===== src/rtl/serial_pattern_gen_pkg.sv =====
// Shared definitions for the serial pattern generator: FSM state encoding
// and default build-time sizes.
// No logic; imported by the generator top and by its interface users.
package serial_pattern_pkg;

  typedef enum logic [1:0] {
    IDLE  = 2'b00,
    SHIFT = 2'b01,
    DONE  = 2'b10
  } state_t;

  localparam int DEFAULT_WIDTH    = 8;
  localparam int DEFAULT_REPEAT_W = 4;

endpackage


===== src/rtl/serial_pattern_gen_if.sv =====
// Load handshake and serial output bundle of serial_pattern_gen.
// master: upstream/consumer side (drives load_*, observes dout/status).
// slave : the generator (accepts load_*, drives dout/status).
// SERIAL_PATTERN_GEN_EXPECT_EN adds expect_out to the bundle.
interface serial_pattern_gen_if #(
  parameter int WIDTH    = 8,
  parameter int REPEAT_W = 4
);

  logic                load_valid;
  logic                load_ready;
  logic [WIDTH-1:0]    load_data;
  logic [REPEAT_W-1:0] load_repeat;
  logic                dout;
  logic                dout_valid;
  logic                busy;
  logic                done;
`ifdef SERIAL_PATTERN_GEN_EXPECT_EN
  logic                expect_out;

  modport master (
    output load_valid, load_data, load_repeat,
    input  load_ready, dout, dout_valid, busy, done, expect_out
  );

  modport slave (
    input  load_valid, load_data, load_repeat,
    output load_ready, dout, dout_valid, busy, done, expect_out
  );
`else
  modport master (
    output load_valid, load_data, load_repeat,
    input  load_ready, dout, dout_valid, busy, done
  );

  modport slave (
    input  load_valid, load_data, load_repeat,
    output load_ready, dout, dout_valid, busy, done
  );
`endif

endinterface


===== src/rtl/serial_pattern_gen_window_2of3_model.sv =====
// 2-of-3 majority window over the transmitted bit stream (expected detector output).
// Latency: expect_bit is registered on the same edge that registers the bit it covers.
// No backpressure; history advances only on bit_valid cycles and is cleared only by reset.
// Ports: clk, reset (sync, active-high), data_bit/bit_valid (bit being registered
// onto dout this edge), expect_bit (registered majority result).
module window_2of3_model (
  input  logic clk,
  input  logic reset,
  input  logic data_bit,
  input  logic bit_valid,
  output logic expect_bit
);

  // hist[0] = most recently transmitted bit, hist[1] = the one before it
  logic [1:0] hist;
  logic       majority;

  always_comb begin
    majority = (data_bit & hist[0]) | (data_bit & hist[1]) | (hist[0] & hist[1]);
  end

  always_ff @(posedge clk) begin
    if (reset) begin
      hist       <= 2'b00;
      expect_bit <= 1'b0;
    end else begin
      expect_bit <= bit_valid & majority;
      if (bit_valid) begin
        hist <= {hist[0], data_bit};
      end
    end
  end

endmodule


===== src/rtl/serial_pattern_gen.sv =====
// Serial pattern source: shifts a loaded word out MSB-first, repeated load_repeat+1 times.
// Latency: first bit on dout the cycle after the accepting edge; done one cycle after the last bit.
// Backpressure: load_ready is high only in IDLE; offers during SHIFT/DONE wait upstream.
// Ports: clk, reset (sync, active-high), bus (serial_pattern_gen_if.slave: load_valid/
// load_ready/load_data/load_repeat, dout/dout_valid, busy, done).
// Optional: SERIAL_PATTERN_GEN_EXPECT_EN adds bus.expect_out (2-of-3 window on sent bits).
module serial_pattern_gen
  import serial_pattern_pkg::*;
#(
  parameter int WIDTH    = DEFAULT_WIDTH,
  parameter int REPEAT_W = DEFAULT_REPEAT_W
) (
  input logic              clk,
  input logic              reset,
  serial_pattern_gen_if.slave bus
);

  localparam int CNT_W = $clog2(WIDTH);
  localparam logic [CNT_W-1:0] LAST_BIT = CNT_W'(WIDTH - 1);

  state_t              state, state_nxt;
  logic [WIDTH-1:0]    shift_reg, shift_nxt;
  logic [WIDTH-1:0]    pattern, pattern_nxt;
  logic [CNT_W-1:0]    bit_cnt, bit_cnt_nxt;
  logic [REPEAT_W-1:0] rep_cnt, rep_cnt_nxt;

  logic dout_r, dout_nxt;
  logic valid_r, valid_nxt;
  logic busy_r, busy_nxt;
  logic done_r, done_nxt;
  logic ready_r, ready_nxt;

  always_ff @(posedge clk) begin
    if (reset) begin
      state     <= IDLE;
      shift_reg <= '0;
      pattern   <= '0;
      bit_cnt   <= '0;
      rep_cnt   <= '0;
      dout_r    <= 1'b0;
      valid_r   <= 1'b0;
      busy_r    <= 1'b0;
      done_r    <= 1'b0;
      ready_r   <= 1'b1;
    end else begin
      state     <= state_nxt;
      shift_reg <= shift_nxt;
      pattern   <= pattern_nxt;
      bit_cnt   <= bit_cnt_nxt;
      rep_cnt   <= rep_cnt_nxt;
      dout_r    <= dout_nxt;
      valid_r   <= valid_nxt;
      busy_r    <= busy_nxt;
      done_r    <= done_nxt;
      ready_r   <= ready_nxt;
    end
  end

  always_comb begin
    state_nxt   = state;
    shift_nxt   = shift_reg;
    pattern_nxt = pattern;
    bit_cnt_nxt = bit_cnt;
    rep_cnt_nxt = rep_cnt;

    case (state)
      IDLE: begin
        if (bus.load_valid && ready_r) begin
          state_nxt   = SHIFT;
          shift_nxt   = bus.load_data;
          pattern_nxt = bus.load_data;
          rep_cnt_nxt = bus.load_repeat;
          bit_cnt_nxt = LAST_BIT;
        end
      end
      SHIFT: begin
        if (bit_cnt == '0) begin
          if (rep_cnt != '0) begin
            // Reload in the same edge so repetitions run back to back.
            shift_nxt   = pattern;
            bit_cnt_nxt = LAST_BIT;
            rep_cnt_nxt = rep_cnt - 1'b1;
          end else begin
            state_nxt = DONE;
          end
        end else begin
          shift_nxt   = shift_reg << 1;
          bit_cnt_nxt = bit_cnt - 1'b1;
        end
      end
      DONE: begin
        state_nxt = IDLE;
      end
      default: begin
        state_nxt = IDLE;
      end
    endcase
  end

  // Outputs are registered as a function of the state being entered, so
  // dout always equals shift_reg[WIDTH-1] while in SHIFT.
  always_comb begin
    dout_nxt  = 1'b0;
    valid_nxt = 1'b0;
    busy_nxt  = 1'b0;
    done_nxt  = 1'b0;
    ready_nxt = 1'b0;
    case (state_nxt)
      SHIFT: begin
        dout_nxt  = shift_nxt[WIDTH-1];
        valid_nxt = 1'b1;
        busy_nxt  = 1'b1;
      end
      DONE: begin
        done_nxt = 1'b1;
      end
      default: begin
        ready_nxt = 1'b1;
      end
    endcase
  end

  assign bus.dout       = dout_r;
  assign bus.dout_valid = valid_r;
  assign bus.busy       = busy_r;
  assign bus.done       = done_r;
  assign bus.load_ready = ready_r;

`ifdef SERIAL_PATTERN_GEN_EXPECT_EN
  logic expect_r;

  // Fed with the next-cycle dout so expect_out lines up with dout.
  window_2of3_model u_window (
    .clk        (clk),
    .reset      (reset),
    .data_bit   (dout_nxt),
    .bit_valid  (valid_nxt),
    .expect_bit (expect_r)
  );

  assign bus.expect_out = expect_r;
`endif

endmodule


===== src/flat_wrapper.sv =====
// flat-port wrapper written by rule: the top's interface ports become plain ports
module serial_pattern_gen_flat import serial_pattern_pkg::*;
#(
  parameter int WIDTH    = DEFAULT_WIDTH,
  parameter int REPEAT_W = DEFAULT_REPEAT_W
)
  (clk, reset, bus_load_valid, bus_load_data, bus_load_repeat, bus_load_ready, bus_dout, bus_dout_valid, bus_busy, bus_done);
  serial_pattern_gen_if #(.WIDTH(WIDTH), .REPEAT_W(REPEAT_W)) bus_i ();
  input logic clk;
  input logic reset;
  input wire logic [$bits(bus_i.load_valid)-1:0] bus_load_valid;
  input wire logic [$bits(bus_i.load_data)-1:0] bus_load_data;
  input wire logic [$bits(bus_i.load_repeat)-1:0] bus_load_repeat;
  output wire logic [$bits(bus_i.load_ready)-1:0] bus_load_ready;
  output wire logic [$bits(bus_i.dout)-1:0] bus_dout;
  output wire logic [$bits(bus_i.dout_valid)-1:0] bus_dout_valid;
  output wire logic [$bits(bus_i.busy)-1:0] bus_busy;
  output wire logic [$bits(bus_i.done)-1:0] bus_done;
  assign bus_i.load_valid = bus_load_valid;
  assign bus_i.load_data = bus_load_data;
  assign bus_i.load_repeat = bus_load_repeat;
  assign bus_load_ready = bus_i.load_ready;
  assign bus_dout = bus_i.dout;
  assign bus_dout_valid = bus_i.dout_valid;
  assign bus_busy = bus_i.busy;
  assign bus_done = bus_i.done;
  serial_pattern_gen #(.WIDTH(WIDTH), .REPEAT_W(REPEAT_W)) u_core (.clk(clk), .reset(reset), .bus(bus_i));
endmodule

===== config.mk =====
export PLATFORM = sky130hd
export DESIGN_NAME = serial_pattern_gen_flat
export DESIGN_NICKNAME = d
export VERILOG_FILES = /design/src/rtl/serial_pattern_gen_pkg.sv /design/src/rtl/serial_pattern_gen_if.sv /design/src/rtl/serial_pattern_gen_window_2of3_model.sv /design/src/rtl/serial_pattern_gen.sv /design/src/flat_wrapper.sv
export SDC_FILE = /design/constraint.sdc
export NUM_CORES = 1
export LEC_CHECK = 0
export BUFFER_PORTS_ARGS = -buffer_cell sky130_fd_sc_hd__buf_2
export CAP_MARGIN = 20
export CELL_PAD_IN_SITES_DETAIL_PLACEMENT = 1
export CELL_PAD_IN_SITES_GLOBAL_PLACEMENT = 1
export CORE_MARGIN = 1
export CORE_UTILIZATION = 40
export DETAILED_ROUTE_END_ITERATION = 6
export HOLD_SLACK_MARGIN = 0.08
export PLACE_DENSITY = 0.83
export SKIP_CTS_REPAIR_TIMING = 1
export SYNTH_ARGS = -nofsm -noshare
export SYNTH_HDL_FRONTEND = slang
export SYNTH_SLANG_ARGS = --single-unit

===== constraint.sdc =====
create_clock -name clk -period 2.35 [get_ports clk]
set_input_delay 0 -clock clk [delete_from_list [all_inputs] [get_ports clk]]
set_output_delay 0 -clock clk [all_outputs]
set_load 0.02 [all_outputs]

==> results.json, run 1 <==
{
  "cpMostUsedCell": "nor2b_1",
  "critPathMaxFanout": 12,
  "ys_ff_latch": 29,
  "drt_iter0_markers": 53,
  "crit_buf_inv": 2,
  "cp.arrival_ns": 2.28,
  "antenna_found_initial": 0,
  "ios": 20,
  "hp-class": "input pin to flip-flop",
  "synthArstFlopShare_pct": 0,
  "row_count": 20,
  "p_per_area_mw_per_mm2": 894.1,
  "cts_tree": "done",
  "cp.required_ns": 2.56,
  "drive_gt1_share_pct": 20.35,
  "synth_xor_area_share_pct": 0.6863,
  "period_share_pct": 88.33,
  "grt_pass1_vias": 1097,
  "slew_headroom_pct": 60.48,
  "vias_per_cell": 5.366,
  "antenna_cells": 0,
  "numCtsBuffers": 5,
  "routed_wl_um": 3056,
  "netlist.area_leader.share_pct": 45.49,
  "grt_first_pass_wirelength_um": 5161,
  "slew_viol_final": 0,
  "setup_tns_ns": 0,
  "track_usage_pct": 20.67,
  "synth_cells": 144,
  "synth_common_cells": "dfxtp_1 (29), nand2_1 (26), a21oi_1 (19), nor2_1 (11), a222oi_1 (7)",
  "synth-simple-area-share_pct": 22.35,
  "clock_skew_ns": 0.005643,
  "synth_edf_count": 0,
  "leakagePower_nw": 0.6148,
  "ys.flop_type": "dfxtp_1",
  "path_cells": "inv_1 -> ha_1 -> nor2b_1 -> a311oi_2 -> inv_2 -> a221o_1 -> nor2b_1",
  "clock-sinks": 29,
  "core_mm2": 0.003028,
  "cts_buffer_depth": 2,
  "synth-adder-area-share_pct": 4.902,
  "ys_types": 35,
  "yosysWarnings": 0,
  "grt_start_max_net_pins": 29,
  "synth_top_family_by_area": "simple AND/OR/NAND/NOR gates",
  "yosysMostFrequentCell": "dfxtp_1",
  "final-setup-viol-count": 0,
  "max_freq_ghz": 0.4818,
  "syn_avg_cell_area_um2": 8.863,
  "rsz0062_at_grt": "false",
  "synth_compound_area_share_pct": 21.96,
  "die_area_mm2": 0.003421,
  "die_x_um": 58.49,
  "vdd_drop_max_mv": 0.3379,
  "areaGrowthSynthToFinish_pct": 20.69,
  "cp-end-kind": "flip-flop",
  "grt_overflow": 0,
  "max_stage_delay_ns": 0.39,
  "status": "complete, no violations",
  "total_power_mw": 1.377,
  "io_buffers": 19,
  "first_pass_iters": 6,
  "fin_crit_ns": 2.076,
  "yosysSeqAreaShare_pct": 45.49,
  "htreeDepth": 2,
  "yosys.area.top_type": "dfxtp_1",
  "dp_hpwl_um": 2095,
  "tightest_slew_ns": 0.5916,
  "critical_path.top_delay_family": "compound AO/OA/AOI/OAI gates",
  "syn_nets": 164,
  "cts-root-buf": "clkbuf_4",
  "synthesis.area_mm2": 0.001276,
  "start_util_pct": 42.15,
  "synthMuxAreaShare_pct": 0,
  "wl_per_cell_um": 14.15,
  "clk_pin_slew_ns": 0.09,
  "synthTopCellsByArea": "dfxtp_1 (45%), nand2_1 (7.6%), a21oi_1 (7.5%)",
  "drc_errors": 0,
  "drtAntennaViolNets": 0,
  "clock_latency_ns": 0.33,
  "die_h_um": 58.49,
  "hold_viol_final": 0,
  "nNetsFinal": 193,
  "place_congestion": 0.7690,
  "maxCapViolCount": 0,
  "crit_type": "flip-flop to flip-flop",
  "vias": 1159,
  "cp-start-kind": "flip-flop",
  "cpMaxStageDelayCell": "a311oi_2"
}
==> cell type report <==
type                       instances  area, µm²
timing repair buffer              30      202.7
fill                             348       1488
multi-input combinational        101      636.9
sequential                        29      580.6
tap                               44      55.05
clock buffer                       5      37.54
inverter                           6      22.52
clock inverter                     1      5.005
==> cell families after synthesis <==
| family | after synthesis |
|---|---|
| flops | 29 |
| xor+xnor | 1 |
| compound gates | 38 |
| buf+inv | 14 |
| fa+ha+maj | 5 |
| simple gates | 57 |
==> final timing paths <==
check	endpoint	cells past startpoint	slack, ns	startpoint
worst min-delay path	u_core.rep_cnt[1]$_SDFFE_PP0P_	4	0.06	bus_load_repeat[1]
worst min register to register	u_core.pattern[1]$_SDFFE_PP0P_	2	0.46	u_core.pattern[1]$_SDFFE_PP0P_
worst max register to register	u_core.shift_reg[7]$_SDFF_PP0_	7	0.27	u_core.bit_cnt[0]$_SDFFE_PP0P_
worst max-delay path	u_core.shift_reg[7]$_SDFF_PP0_	7	0.27	u_core.bit_cnt[0]$_SDFFE_PP0P_
==> layer usage <==
| layer | track usage (%) | wire, µm | share of wire (%) | vias to the layer above |
|---|---|---|---|---|
| li1 | - | - | - | 572 |
| met1 | 25.14 | 1335 | 44 | 559 |
| met2 | 33.99 | 1566 | 51 | 22 |
| met3 | 4.615 | 109 | 3.6 | 6 |
| met4 | 11.22 | 45 | 1.5 | 0 |
| met5 | 0 | 0 | 0 | - |
==> worst register-to-register path: cells and delay by family (launching register included) <==
| family | cells | cell delay (ns) |
|---|---|---|
| AOI/OAI and AO/OA | 2 | 0.78 |
| DFF | 1 | 0.36 |
| and+or+nand+nor | 2 | 0.31 |
| buffers and inverters | 2 | 0.27 |
| adders and majority gates | 1 | 0.23 |
==> stage by stage <==
stage | setup slack (ns) | cell area (µm²) | cells | util, % | hold slack, ns
floorplan | 0.6101 | 1276 | 144 | - | 0.1360
global placement | 0.4096 | 1398 | 200 | 46.16 | 0.2530
detailed placement | 0.3195 | 1398 | 200 | 46.16 | 0.2627
CTS | 0.2783 | 1440 | 206 | 47.56 | -0.09411
global route | 0.1073 | 1540 | 216 | 50.87 | 0.09403
finish | 0.2743 | 1540 | 216 | 50.87 | 0.05734
==> cells in the final DEF (no fill, tap or decap), drive strengths merged, types with 3 or more instances in the layout <==
cell type     n
nor3          3
inv           6
nand2        26
nor2b         5
nor2         11
buf          20
dfxtp        29
clkbuf        5
dlygate4sd3  10
a21oi        19
a222oi        7
ha            5
==> power breakdown <==
| part | switching [mW] | internal (mW) | total (mW) |
|---|---|---|---|
| Clock | 0.165 | 0.103 | 0.268 |
| Combinational | 0.280 | 0.195 | 0.476 |
| Sequential | 0.0605 | 0.573 | 0.633 |
Power figures use the tool's default switching activity.
==> run 2: changes to the inputs <==
--- a/config.mk
+++ b/config.mk
@@ -10,11 +10,11 @@
 export CELL_PAD_IN_SITES_DETAIL_PLACEMENT = 1
 export CELL_PAD_IN_SITES_GLOBAL_PLACEMENT = 1
 export CORE_MARGIN = 1
-export CORE_UTILIZATION = 40
+export CORE_UTILIZATION = 37
 export DETAILED_ROUTE_END_ITERATION = 6
 export HOLD_SLACK_MARGIN = 0.08
-export PLACE_DENSITY = 0.83
-export SKIP_CTS_REPAIR_TIMING = 1
+export PLACE_DENSITY = 0.81
+export SETUP_SLACK_MARGIN = 0.3
 export SYNTH_ARGS = -nofsm -noshare
 export SYNTH_HDL_FRONTEND = slang
 export SYNTH_SLANG_ARGS = --single-unit
==> constraint.sdc (replaced) <==
create_clock -name clk -period 1.79 [get_ports clk]
set_input_delay 0 -clock clk [delete_from_list [all_inputs] [get_ports clk]]
set_output_delay 0 -clock clk [all_outputs]
set_load 0.02 [all_outputs]
==> run 2 against run 1 <==
  * Sequential cell count unchanged
  * Register-to-register slack got worse by 0.22 ns
  * Die area increased by 7.8%
  * Total power increased by 73%
  * Sequential share of layout area decreased by 5.6 points
  * Critical path depth unchanged
  * Maximum frequency increased by 20%
  * Critical endpoint unchanged
==> results.json, run 2 (synthesis results as in run 1) <==
{
  "status": "complete, no violations",
  "slew_headroom_pct": 63.23,
  "tightest_slew_ns": 0.5516,
  "setup_tns_ns": 0,
  "hp-class": "input pin to flip-flop",
  "cp.arrival_ns": 1.95,
  "grt_pass1_vias": 1300,
  "drc_errors": 0,
  "finish.utilization_pct": 58.06,
  "hold-worst-slack_ns": 0.1211,
  "maxCapViolCount": 0,
  "grt_overflow": 0,
  "die_area_mm2": 0.003688,
  "fillers": 372,
  "crit_type": "flip-flop to flip-flop",
  "leakagePower_nw": 0.7444,
  "antenna_cells": 0,
  "areaGrowthSynthToFinish_pct": 43.43,
  "wl_per_cell_um": 16.16,
  "clock_latency_ns": 0.35,
  "clk_pin_slew_ns": 0.10,
  "cts_buffer_depth": 2,
  "numCtsBuffers": 5,
  "die_x_um": 60.73,
  "critPathMaxFanout": 5,
  "routed_wl_um": 3829,
  "fin_crit_ns": 1.737,
  "drive_gt1_share_pct": 36.79,
  "hold_viol_final": 0,
  "track_usage_pct": 23.58,
  "place_congestion": 0.7183,
  "p_switching_mw": 0.8246,
  "p_int_mw": 1.555,
  "p_per_area_mw_per_mm2": 1300,
  "io_buffers": 19,
  "dp_hpwl_um": 2236,
  "vdd_drop_max_mv": 0.4925,
  "cts-root-buf": "clkbuf_4",
  "drt_iter0_markers": 85,
  "cp.required_ns": 2.01,
  "drtAntennaViolNets": 0,
  "nNetsFinal": 212,
  "cts_tree": "done",
  "clock_skew_ns": 0.007618,
  "htreeDepth": 2,
  "rsz0062_at_grt": "true",
  "vias": 1246,
  "switching_share_pct": 34.65,
  "slew_viol_final": 0,
  "row_count": 20,
  "first_pass_iters": 4,
  "cp-end-kind": "flip-flop",
  "max_freq_ghz": 0.5759,
  "seqPwrFrac_pct": 35.9,
  "p_clk_share_pct": 24.5,
  "vias_per_cell": 5.257,
  "start_util_pct": 40.48,
  "clock-sinks": 29,
  "antenna_found_initial": 0,
  "period_share_pct": 97.01,
  "final_common_cell": "nand2_1",
  "grt_start_max_net_pins": 29,
  "final_cell_mix": "nand2_1 (25), dfxtp_1 (24), a21oi_1 (19), buf_2 (19), buf_4 (17)",
  "cp-start-kind": "flip-flop",
  "ios": 20,
  "final-setup-viol-count": 0,
  "core_mm2": 0.003153,
  "grt_first_pass_wirelength_um": 6072,
  "die_h_um": 60.73,
  "p_comb_share_pct": 39.6
}
-- run 2: cell types whose count changed in the layout (fill, tap and decap cells not counted), moves of 2 or more --
| cell | before | now |
|---|---|---|
| buf_4 | 1 | 17 |
| dfxtp_1 | 29 | 24 |
| dfxtp_2 | 0 | 5 |
| inv_1 | 5 | 1 |
| inv_2 | 1 | 5 |
| ha_1 | 5 | 2 |
| dlygate4sd3_1 | 10 | 12 |
| ha_4 | 0 | 2 |
| or2_2 | 2 | 0 |
| or2_4 | 0 | 2 |
-- run 2: layout make-up --
cell class | count | area [µm²] | area share (%)
Clock buffer | 6 | 51.30 | 2.802
Inverter | 6 | 22.52 | 1.230
Timing Repair Buffer | 49 | 354.1 | 19.34
Clock inverter | 2 | 37.54 | 2.051
Multi-Input combinational cell | 101 | 723.2 | 39.51
Sequential cell | 29 | 586.8 | 32.06
Tap cell | 44 | 55.05 | 3.008
-- run 2: repair_timing --
item,in CTS,in global routing
endpoints found under the setup margin,16,20
setup buffers,10,3
gates resized for setup,5,7
pin swaps,5,5
hold endpoints to repair,19,0
hold buffers,12,0
-- run 2: layer usage --
metal  vias to the layer above  GRT usage [%]  routed length [µm]
met2                        32          41.13                1910
met5                         -              0                   0
met3                         6          8.955                 181
met1                       601          26.70                1649
li1                        607              -                   -
met4                         0          7.143                  88
-- run 2: path summary, 6_finish.rpt --
kind                                   from                             end  slack, ns  cells past startpoint
max reg2reg  u_core.bit_cnt[0]$_SDFFE_PP0P_  u_core.shift_reg[7]$_SDFF_PP0_       0.05                      7
max          u_core.bit_cnt[0]$_SDFFE_PP0P_  u_core.shift_reg[7]$_SDFF_PP0_       0.05                      7
min reg2reg  u_core.pattern[1]$_SDFFE_PP0P_  u_core.pattern[1]$_SDFFE_PP0P_       0.46                      2
min                                   reset      u_core.state[0]$_SDFF_PP0_       0.12                      2
-- run 2: power by group through the flow --
stage | combinational, mW | clock [mW] | sequential, mW
2_1_floorplan | 0.502 | 0 | 0.856
3_3_place_gp | 0.654 | 0 | 0.852
3_5_place_dp | 0.686 | 0 | 0.862
4_1_cts | 0.856 | 0.597 | 0.846
5_1_grt | 1.03 | 0.635 | 0.865
6_report | 0.943 | 0.583 | 0.853
-- run 2: critical path: stages (launching register included) --
cell,delay [ns]
dfxtp_2,0.35
inv_2,0.05
ha_4,0.16
nor2b_4,0.13
a311oi_4,0.34
inv_2,0.11
a221o_1,0.33
nor2b_1,0.13
-- run 2: through the flow --
step           instance area (µm²)  std cells  worst slack, ns  total power [mW]
5_1_grt                       1831        237         -0.02545             2.527
3_5_place_dp                  1463        204          0.02104             1.548
2_1_floorplan                 1314        144           0.1798             1.358
4_1_cts                       1784        234          0.06068             2.299
3_3_place_gp                  1463        204          0.08532             1.505
6_report                      1831        237          0.05349             2.380
==> run 3: changes to the inputs <==
--- a/config.mk
+++ b/config.mk
@@ -10,10 +10,10 @@
 export CELL_PAD_IN_SITES_DETAIL_PLACEMENT = 1
 export CELL_PAD_IN_SITES_GLOBAL_PLACEMENT = 1
 export CORE_MARGIN = 1
-export CORE_UTILIZATION = 37
+export CORE_UTILIZATION = 40
 export DETAILED_ROUTE_END_ITERATION = 6
 export HOLD_SLACK_MARGIN = 0.08
-export PLACE_DENSITY = 0.81
+export PLACE_DENSITY = 0.83
 export SETUP_SLACK_MARGIN = 0.3
 export SYNTH_ARGS = -nofsm -noshare
 export SYNTH_HDL_FRONTEND = slang
==> constraint.sdc (replaced) <==
create_clock -name clk -period 1.9 [get_ports clk]
set_input_delay 0 -clock clk [delete_from_list [all_inputs] [get_ports clk]]
set_output_delay 0 -clock clk [all_outputs]
set_load 0.02 [all_outputs]
==> run 3 against run 2 <==
  * Design area up 0.82%
  * Highest routed layer unchanged
  * Non-clock buffer count increased by 1
  * Critical path type unchanged
  * Critical endpoint unchanged
  * Final cell count is 0.42% higher
  * Largest power group unchanged
  * Critical path depth did not move
  * Via count up 2.5%
==> results.json, run 3 (synthesis results as in run 1) <==
{
  "status": "complete, no violations",
  "die_area_mm2": 0.003421,
  "first_pass_iters": 4,
  "die_x_um": 58.49,
  "maxCapViolCount": 0,
  "rsz0062_at_grt": "true",
  "hold-worst-slack_ns": 0.1184,
  "grt_first_pass_wirelength_um": 6417,
  "clock_skew_ns": 0.002175,
  "fillers": 345,
  "antenna_found_initial": 0,
  "place_congestion": 0.7470,
  "setup_ws_ns": 0.1329,
  "period_share_pct": 93.01,
  "antenna_cells": 0,
  "track_usage_pct": 25.92,
  "cts-root-buf": "clkbuf_4",
  "finish.utilization_pct": 60.95,
  "slew_headroom_pct": 65.91,
  "clock-sinks": 29,
  "cp-start-kind": "flip-flop",
  "drive_gt1_share_pct": 37.63,
  "drt_iter0_markers": 65,
  "hold_viol_final": 0,
  "cts_tree": "done",
  "cp.arrival_ns": 1.98,
  "final_cell_mix": "nand2_1 (24), dfxtp_1 (24), a21oi_1 (19), buf_2 (19), buf_4 (17)",
  "htreeDepth": 2,
  "setup_tns_ns": 0,
  "grt_start_max_net_pins": 29,
  "critPathMaxFanout": 5,
  "grt_overflow": 0,
  "core_mm2": 0.003028,
  "leakagePower_nw": 0.7560,
  "dp_hpwl_um": 2138,
  "p_clk_share_pct": 23.7,
  "vias_per_cell": 5.366,
  "final-setup-viol-count": 0,
  "cp-startpoint": "u_core.bit_cnt[0]$_SDFFE_PP0P_",
  "numCtsBuffers": 5,
  "wl_per_cell_um": 17.13,
  "tightest_slew_ns": 0.5114,
  "slew_viol_final": 0,
  "io_buffers": 19,
  "vdd_drop_max_mv": 0.7115,
  "crit_type": "flip-flop to flip-flop",
  "p_comb_share_pct": 40.8,
  "drtAntennaViolNets": 0,
  "hp-class": "input pin to flip-flop",
  "cts_buffer_depth": 2,
  "r2r_end": "u_core.shift_reg[7]$_SDFF_PP0_",
  "start_util_pct": 42.15,
  "drc_errors": 0,
  "vias": 1277,
  "ios": 20,
  "place_ws_ns": 0.1437,
  "clk_pin_slew_ns": 0.09,
  "die_h_um": 58.49,
  "p_int_mw": 1.476,
  "cp.required_ns": 2.11,
  "p_switching_mw": 0.7934,
  "row_count": 20,
  "switching_share_pct": 34.97,
  "seqPwrFrac_pct": 35.5,
  "rr_startpoint": "u_core.bit_cnt[0]$_SDFFE_PP0P_",
  "routed_wl_um": 4078,
  "clock_latency_ns": 0.33,
  "crit_end": "u_core.shift_reg[7]$_SDFF_PP0_",
  "areaGrowthSynthToFinish_pct": 44.61,
  "max_freq_ghz": 0.5659,
  "reg2reg_depth": 7,
  "p_per_area_mw_per_mm2": 1229,
  "rrSetupSlack_ns": 0.13,
  "grt_pass1_vias": 1299,
  "fin_crit_ns": 1.767,
  "nNetsFinal": 213,
  "total_power_mw": 2.269,
  "cp-end-kind": "flip-flop"
}
==> run 3: metal layers <==
metal | GRT usage, % | up-vias | routed length, µm
met5 | 0 | - | 0
met4 | 10.88 | 0 | 85
met3 | 6.374 | 7 | 171
met2 | 43.35 | 34 | 2077
met1 | 31.87 | 626 | 1743
li1 | - | 610 | -
==> run 3: worst max-delay path: stages, from the launching register on <==
cell,delay [ns]
dfxtp_2,0.35
inv_2,0.05
ha_4,0.16
nor2b_4,0.14
a311oi_4,0.34
inv_2,0.13
a221o_1,0.34
nor2b_1,0.14
==> run 3: area by class of cell <==
| type | count | area (µm²) | area share (%) |
|---|---|---|---|
| clock buffer | 7 | 55.05 | 2.983 |
| tap | 44 | 55.05 | 2.983 |
| sequential | 29 | 586.8 | 31.80 |
| timing repair buffer | 50 | 365.4 | 19.80 |
| clock inverter | 1 | 30.03 | 1.627 |
| multi-input combinational | 101 | 728.2 | 39.46 |
| inverter | 6 | 25.02 | 1.356 |
==> run 3: repair_timing <==
item / in CTS / in global routing
setup buffers: 10 / 4
hold buffers: 12 / 0
hold endpoints to repair: 19 / 0
setup endpoints to repair: 13 / 20
resized for setup: 10 / 6
pin swaps: 5 / 9
==> run 3: worst min-delay path by stage <==
| stage | startpoint | end | cells after the start |
|---|---|---|---|
| 6_report | reset | u_core.bus.done$_SDFF_PP0_ | 2 |
| 5_1_grt | reset | u_core.shift_reg[0]$_SDFFE_PP0P_ | 2 |
| 3_3_place_gp | bus_load_data[4] | u_core.pattern[4]$_SDFFE_PP0P_ | 3 |
| 3_5_place_dp | bus_load_data[3] | u_core.pattern[3]$_SDFFE_PP0P_ | 3 |
| 2_1_floorplan | bus_load_data[0] | u_core.pattern[0]$_SDFFE_PP0P_ | 2 |
| 4_1_cts | reset | u_core.state[0]$_SDFF_PP0_ | 2 |
==> run 3: metrics by stage <==
step	cells	area, µm²
final	238	1846
after global routing	238	1846
after CTS	234	1787
after detailed placement	204	1463
after global placement	204	1463
after floorplan	144	1314
==> run 3: power groups by stage <==
stage	Sequential (mW)	Combinational, mW	Clock, mW
2_1_floorplan	0.807	0.472	0
6_report	0.805	0.925	0.538
5_1_grt	0.816	0.999	0.577
3_3_place_gp	0.801	0.614	0
3_5_place_dp	0.810	0.639	0
4_1_cts	0.799	0.812	0.550
